File: config.mk
export PLATFORM = sky130hd
export DESIGN_NAME = fetch_decode_unit
export DESIGN_NICKNAME = d
export VERILOG_FILES = /design/src/rtl/fetch_decode_pkg.sv /design/src/rtl/fetch_decode_unit_ctrl_decoder.sv /design/src/rtl/fetch_decode_unit.sv
export SDC_FILE = /design/constraint.sdc
export NUM_CORES = 2
export LEC_CHECK = 0
export CORE_AREA = 2 2 547 494
export CTS_CLUSTER_SIZE = 25
export DETAILED_ROUTE_END_ITERATION = 7
export DIE_AREA = 0 0 549 496
export PLACE_DENSITY = 0.45
export SKIP_CTS_REPAIR_TIMING = 1
export SYNTH_ARGS = -nofsm -noshare
export SYNTH_HDL_FRONTEND = slang
export SYNTH_SLANG_ARGS = --single-unit
File: constraint.sdc
create_clock -name clk -period 5.5 [get_ports clk]
set_input_delay 0.825 -clock clk [delete_from_list [all_inputs] [get_ports clk]]
set_output_delay 0.825 -clock clk [all_outputs]
set_load 0.05 [all_outputs]
File: src/rtl/fetch_decode_pkg.sv
// Shared constants and types for the MIPS-subset front end.
// Opcode/funct values, ALU control codes and the decoded control bundle.
package fetch_decode_pkg;

  localparam int ADDR_W_DEF = 8;

  localparam logic [5:0] OP_RTYPE = 6'h00;
  localparam logic [5:0] OP_J     = 6'h02;
  localparam logic [5:0] OP_JAL   = 6'h03;
  localparam logic [5:0] OP_BEQ   = 6'h04;
  localparam logic [5:0] OP_BNE   = 6'h05;
  localparam logic [5:0] OP_ADDI  = 6'h08;
  localparam logic [5:0] OP_ANDI  = 6'h0C;
  localparam logic [5:0] OP_ORI   = 6'h0D;
  localparam logic [5:0] OP_LUI   = 6'h0F;
  localparam logic [5:0] OP_LW    = 6'h23;
  localparam logic [5:0] OP_SW    = 6'h2B;

  localparam logic [5:0] F_SLL = 6'h00;
  localparam logic [5:0] F_SRL = 6'h02;
  localparam logic [5:0] F_ADD = 6'h20;
  localparam logic [5:0] F_SUB = 6'h22;
  localparam logic [5:0] F_AND = 6'h24;
  localparam logic [5:0] F_OR  = 6'h25;
  localparam logic [5:0] F_SLT = 6'h2A;

  typedef enum logic [3:0] {
    ALU_AND = 4'b0000,
    ALU_OR  = 4'b0001,
    ALU_ADD = 4'b0010,
    ALU_SUB = 4'b0110,
    ALU_SLT = 4'b0111,
    ALU_SLL = 4'b1000,
    ALU_SRL = 4'b1001,
    ALU_LUI = 4'b1010
  } alu_ctrl_t;

  typedef struct packed {
    logic      reg_dst;
    logic      alu_src;
    logic      mem_reg;
    logic      reg_write;
    logic      mem_write;
    logic      mem_read;
    logic      ext_zero;
    alu_ctrl_t alu_ctrl;
    logic      illegal;
    logic      beq;
    logic      bne;
    logic      jump;
  } ctrl_t;

endpackage

File: src/rtl/fetch_decode_unit_ctrl_decoder.sv
// Main control decoder: op/funct to datapath controls.
// Purely combinational; undecodable encodings flag illegal with all enables low.
module ctrl_decoder
  import fetch_decode_pkg::*;
(
  input  logic [5:0] op,
  input  logic [5:0] funct,
  output ctrl_t      ctrl
);

  always_comb begin
    ctrl = '0;
    ctrl.alu_ctrl = ALU_ADD;
    unique case (1'b1)
      (op == OP_RTYPE): begin
        ctrl.reg_dst = 1'b1;
        ctrl.reg_write = 1'b1;
        unique case (1'b1)
          (funct == F_ADD): ctrl.alu_ctrl = ALU_ADD;
          (funct == F_SUB): ctrl.alu_ctrl = ALU_SUB;
          (funct == F_AND): ctrl.alu_ctrl = ALU_AND;
          (funct == F_OR):  ctrl.alu_ctrl = ALU_OR;
          (funct == F_SLT): ctrl.alu_ctrl = ALU_SLT;
          (funct == F_SLL): ctrl.alu_ctrl = ALU_SLL;
          (funct == F_SRL): ctrl.alu_ctrl = ALU_SRL;
          default: begin
            ctrl.reg_dst = 1'b0;
            ctrl.reg_write = 1'b0;
            ctrl.illegal = 1'b1;
          end
        endcase
      end
      (op == OP_ADDI): begin
        ctrl.alu_src = 1'b1;
        ctrl.reg_write = 1'b1;
      end
      (op == OP_ANDI): begin
        ctrl.alu_src = 1'b1;
        ctrl.reg_write = 1'b1;
        ctrl.ext_zero = 1'b1;
        ctrl.alu_ctrl = ALU_AND;
      end
      (op == OP_ORI): begin
        ctrl.alu_src = 1'b1;
        ctrl.reg_write = 1'b1;
        ctrl.ext_zero = 1'b1;
        ctrl.alu_ctrl = ALU_OR;
      end
      (op == OP_LUI): begin
        ctrl.alu_src = 1'b1;
        ctrl.reg_write = 1'b1;
        ctrl.ext_zero = 1'b1;
        ctrl.alu_ctrl = ALU_LUI;
      end
      (op == OP_LW): begin
        ctrl.alu_src = 1'b1;
        ctrl.mem_reg = 1'b1;
        ctrl.reg_write = 1'b1;
        ctrl.mem_read = 1'b1;
      end
      (op == OP_SW): begin
        ctrl.alu_src = 1'b1;
        ctrl.mem_write = 1'b1;
      end
      (op == OP_BEQ): begin
        ctrl.alu_ctrl = ALU_SUB;
        ctrl.beq = 1'b1;
      end
      (op == OP_BNE): begin
        ctrl.alu_ctrl = ALU_SUB;
        ctrl.bne = 1'b1;
      end
      // jal shares the jump path; no link register in this subset
      (op == OP_J), (op == OP_JAL): ctrl.jump = 1'b1;
      default: ctrl.illegal = 1'b1;
    endcase
  end

endmodule

File: src/rtl/fetch_decode_unit.sv
// Single-cycle front end: PC, instruction memory and control decode.
// Memory read is combinational; clr resets the PC but never the memory.
module fetch_decode_unit
  import fetch_decode_pkg::*;
#(
  parameter int              ADDR_W     = ADDR_W_DEF,
  parameter int              MEM_DEPTH  = 64,
  parameter logic [ADDR_W-1:0] RESET_ADDR = '0,
  parameter string           INIT_FILE  = ""
) (
  input  logic              clk,
  input  logic              clr,
  input  logic              pc_en,
  input  logic              alu_zero,
  input  logic              imem_we,
  input  logic [ADDR_W-1:0] imem_waddr,
  input  logic [31:0]       imem_wdata,
  output logic [ADDR_W-1:0] pc,
  output logic [31:0]       instruction,
  output logic [5:0]        op,
  output logic [4:0]        rs,
  output logic [4:0]        rt,
  output logic [4:0]        rd,
  output logic [4:0]        shamt,
  output logic [5:0]        funct,
  output logic [15:0]       imm,
  output logic              reg_dst,
  output logic              alu_src,
  output logic              mem_reg,
  output logic              reg_write,
  output logic              mem_write,
  output logic              mem_read,
  output logic              ext_zero,
  output logic [3:0]        alu_ctrl,
  output logic              illegal
);

  localparam int IDX_W = $clog2(MEM_DEPTH);

  logic [31:0]       mem [MEM_DEPTH];
  logic [ADDR_W-1:0] pc4;
  logic [ADDR_W-1:0] br_tgt;
  logic [ADDR_W-1:0] j_tgt;
  logic [ADDR_W-1:0] next_pc;
  ctrl_t             ctrl;
  logic              unused_bits;

  initial begin
    for (int i = 0; i < MEM_DEPTH; i++) mem[i] = '0;
  end

  always_ff @(posedge clk) begin
    if (imem_we) mem[imem_waddr[IDX_W+1:2]] <= imem_wdata;
  end

  assign instruction = mem[pc[IDX_W+1:2]];
  assign op    = instruction[31:26];
  assign rs    = instruction[25:21];
  assign rt    = instruction[20:16];
  assign rd    = instruction[15:11];
  assign shamt = instruction[10:6];
  assign funct = instruction[5:0];
  assign imm   = instruction[15:0];

  ctrl_decoder u_dec (
    .op    (op),
    .funct (funct),
    .ctrl  (ctrl)
  );

  assign reg_dst   = ctrl.reg_dst;
  assign alu_src   = ctrl.alu_src;
  assign mem_reg   = ctrl.mem_reg;
  assign reg_write = ctrl.reg_write & ~clr;
  assign mem_write = ctrl.mem_write & ~clr;
  assign mem_read  = ctrl.mem_read;
  assign ext_zero  = ctrl.ext_zero;
  assign alu_ctrl  = ctrl.alu_ctrl;
  assign illegal   = ctrl.illegal;

  assign pc4    = pc + ADDR_W'(4);
  assign br_tgt = pc4 + ADDR_W'({{16{imm[15]}}, imm, 2'b00});
  assign j_tgt  = ADDR_W'({instruction[25:0], 2'b00});

  always_comb begin
    next_pc = pc4;
    if ((ctrl.beq & alu_zero) | (ctrl.bne & ~alu_zero))
      next_pc = br_tgt;
    else if (ctrl.jump)
      next_pc = j_tgt;
  end

  always_ff @(posedge clk or posedge clr) begin
    if (clr) pc <= RESET_ADDR;
    else if (pc_en) pc <= next_pc;
  end

  assign unused_bits = ^{imem_waddr[1:0], pc[1:0]};

endmodule

==> reports/qor.csv <==
stage,metric,value,unit
run_status,status,"complete, no violations",
sta,finalClockSkew,42.02,ps
clock_tree,clkSinkCount,2054,
synthesis,syn_inst,3381,
sta,tightest_slew,1203,ps
clock_tree,cts_buffers,211,
synthesis,ys_seq_elements,2054,
detailed_routing,vias_per_cell,4.987,
detailed_routing,ant_nets,0,
synthesis,synth.top_cell.area_share,77.21,%
sta,max_freq,186.5,MHz
sta,final-max-slew-violation-count,0,
finish,drive_gt1_share,32.82,%
power_and_ir_drop,power_frac_seq,35.1,%
worst_setup_path,rr_endpoint,pc[7],
sta,layout_min_cycle_time,5362,ps
worst_setup_path,critPathKind,flip-flop to output pin,
synthesis,synth_flop_cell,edfxtp_1,
clock_tree,insertion_delay,860,ps
floorplanning,die_height,496,um
power_and_ir_drop,power.internal,32.77,mW
sta,whs,342.9,ps
global_route,overflow,0,
sta,fin_crit_sh,97.48,%
worst_setup_path,r2r_slack,820,ps
synthesis,ys_seq_area_share,77.40,%
global_route,antenna_found_initial,14,
clock_tree,cts_tree,done,
clock_tree,clock-root-buffer,clkbuf_16,
detailed_routing,drt_iter0_drc,3467,
global_route,gr-usage-all-layers,16.32,%
finish,largest_reg_flops,2048,
power_and_ir_drop,p_leak,28.93,nW
synthesis,ys_warn_count,0,
worst_setup_path,path_buf_inv,4,
synthesis,syn_area,79650,um2
sta,setup_viol_count_final,0,
floorplanning,rows,180,
global_route,grt_pass1_wl,311.6,mm
placement,gp_routability_congestion,0.7442,
placement,dp.final_hpwl,127.2,mm
worst_setup_path,cpMaxStageDelayCell,mux4_2,
synthesis,yosys-top-cells-area,"edfxtp_1 77%, mux4_2 17%, mux2i_1 1.4%",
detailed_routing,drt_first_pass_iters,5,
power_and_ir_drop,pwr-share-clk,27.4,%
worst_setup_path,path_max_fanout,26,
sta,tns,0,ps
synthesis,synth-edff-count,2048,
worst_setup_path,arrival,4540,ps
detailed_routing,wl,225.3,mm
global_route,grt_max_degree,77,
detailed_routing,drc,0,
worst_setup_path,crit_top_cell,buf_12,
synthesis,synth_top_cell_by_area,edfxtp_1,
placement,portBuffers,140,
worst_setup_path,cp_top_family,multiplexers,
power_and_ir_drop,p_per_area,535.3,nW/um2
synthesis,async_flop_share,0.2921,%
finish,fin_util,35.02,%
global_route,grt_pass1_vias,37900,
floorplanning,start_util,29.87,%
power_and_ir_drop,combPwrFrac,37.6,%
synthesis,ys_types,75,
detailed_routing,dr_total_vias,36990,
floorplanning,chipWidth,549,um
synthesis,syn_avg_cell_area,23.56,um2
worst_setup_path,worst_setup_path_end_kind,output pin,
worst_setup_path,slowest_delay,550,ps
worst_hold_path,hold_path_class,primary input to asynchronous set/reset pin,
clock_tree,htreeDepth,4,
finish,area_growth_syn_to_layout,17.24,%
sta,maxSlewHeadroom,19.81,%
sta,hold_viol,0,
detailed_routing,wl_per_cell,30.39,um
floorplanning,die-area,272300,um2
worst_setup_path,cp_cell_sequence,buf_12 -> buf_12 -> buf_12 -> mux4_2 -> mux2_2 -> nand2_1 -> a32o_1 -> nand2_2 -> nor3_1 -> nand3_2 -> o22ai_1 -> buf_12,
power_and_ir_drop,power_switching,17.21,mW
finish,final_cell_mix,"2048 x edfxtp_1, 584 x mux4_2, 217 x clkbuf_16",
clock_tree,clk_pin_slew,60,ps
finish,final_nets,3761,
power_and_ir_drop,switching_share,34.43,%
worst_setup_path,cp.required,4680,ps
floorplanning,io-pin-count,145,
worst_setup_path,r2r-start,pc[2],
flow_run,cap_violations,0,
worst_setup_path,critPathLaunchType,flip-flop,
clock_tree,clockBufferDepth,4,
finish,final_common_cell,edfxtp_1,
worst_setup_path,reg2reg_depth,16,
floorplanning,fp.coreArea,266700,um2
power_and_ir_drop,ir_drop,1.097,mV
[worst max-delay path by stage]
stage / startpoint / cells past startpoint / slack [ps] / end
final: pc[2] / 12 / 140 / alu_ctrl[2]
after global routing: pc[2] / 12 / -20 / alu_ctrl[1]
after CTS: pc[2] / 7 / -260 / rs[4]
after detailed placement: pc[2] / 7 / 650 / rs[4]
after global placement: pc[3] / 15 / 610 / pc[7]
after floorplan: pc[2] / 13 / 300 / alu_ctrl[2]
[kinds of logic (layout without fill, tap and decap cells)]
| group | count (synthesis) | after routing | share of synthesized area (%) |
|---|---|---|---|
| other | 1 | 3 | 0.004708 |
| and+or+nand+nor | 214 | 214 | 1.222 |
| DFF | 2054 | 2054 | 77.40 |
| buffers and inverters | 244 | 728 | 1.766 |
| xor gates and xnor gates | 9 | 9 | 0.09897 |
| adders and majority gates | 7 | 7 | 0.1194 |
| AOI/OAI and AO/OA | 146 | 146 | 1.312 |
| muxes | 706 | 706 | 18.07 |
[power by group through the flow]
stage	clock, mW	combinational, mW	sequential (mW)
6_report	13.7	18.8	17.5
5_1_grt	14.7	19.8	17.5
4_1_cts	14.1	18.8	17.6
3_5_place_dp	0	18.7	18.0
3_3_place_gp	0	18.8	17.9
2_1_floorplan	0	12.9	17.8
[layout make-up]
class / count / area, um2
Antenna cell: 1 / 2.502
Clock buffer: 268 / 5578
Clock inverter: 102 / 825.8
Fill cell: 24660 / 173300
Inverter: 18 / 75.07
Multi-Input combinational cell: 1084 / 17120
Sequential cell: 2054 / 61670
Tap cell: 3549 / 4441
Timing Repair Buffer: 340 / 3670
[metal layers]
layer / vias up / routed length, um / GRT usage (%)
met5: - / 10 / 0
met4: 2 / 4049 / 3.199
met3: 278 / 8968 / 2.063
met2: 900 / 110400 / 27.08
met1: 20690 / 101900 / 23.13
li1: 15120 / - / -
[per-stage QoR]
step	power [mW]	cells	cell area, um2	worst slack, ps
floorplan	30.69	3382	79660	304.8
global placement	36.72	7032	86650	612.9
detailed placement	36.69	7032	86650	645.8
CTS	50.45	7402	93050	-261.5
global route	51.96	7415	93370	-16.41
finish	49.98	7416	93380	138.4
[cell usage after synthesis, types with 15 or more instances]
library cell and count:
mux4_2 584, a21oi_1 31, o21ai_0 15, a22oi_1 18, buf_4 65, buf_6 21, edfxtp_1 2048, nand2_1 57
inv_1 15, clkbuf_1 77, nand3_1 18, nor2_1 88, buf_2 49, mux2i_1 110
Power figures use the tool's default switching activity.
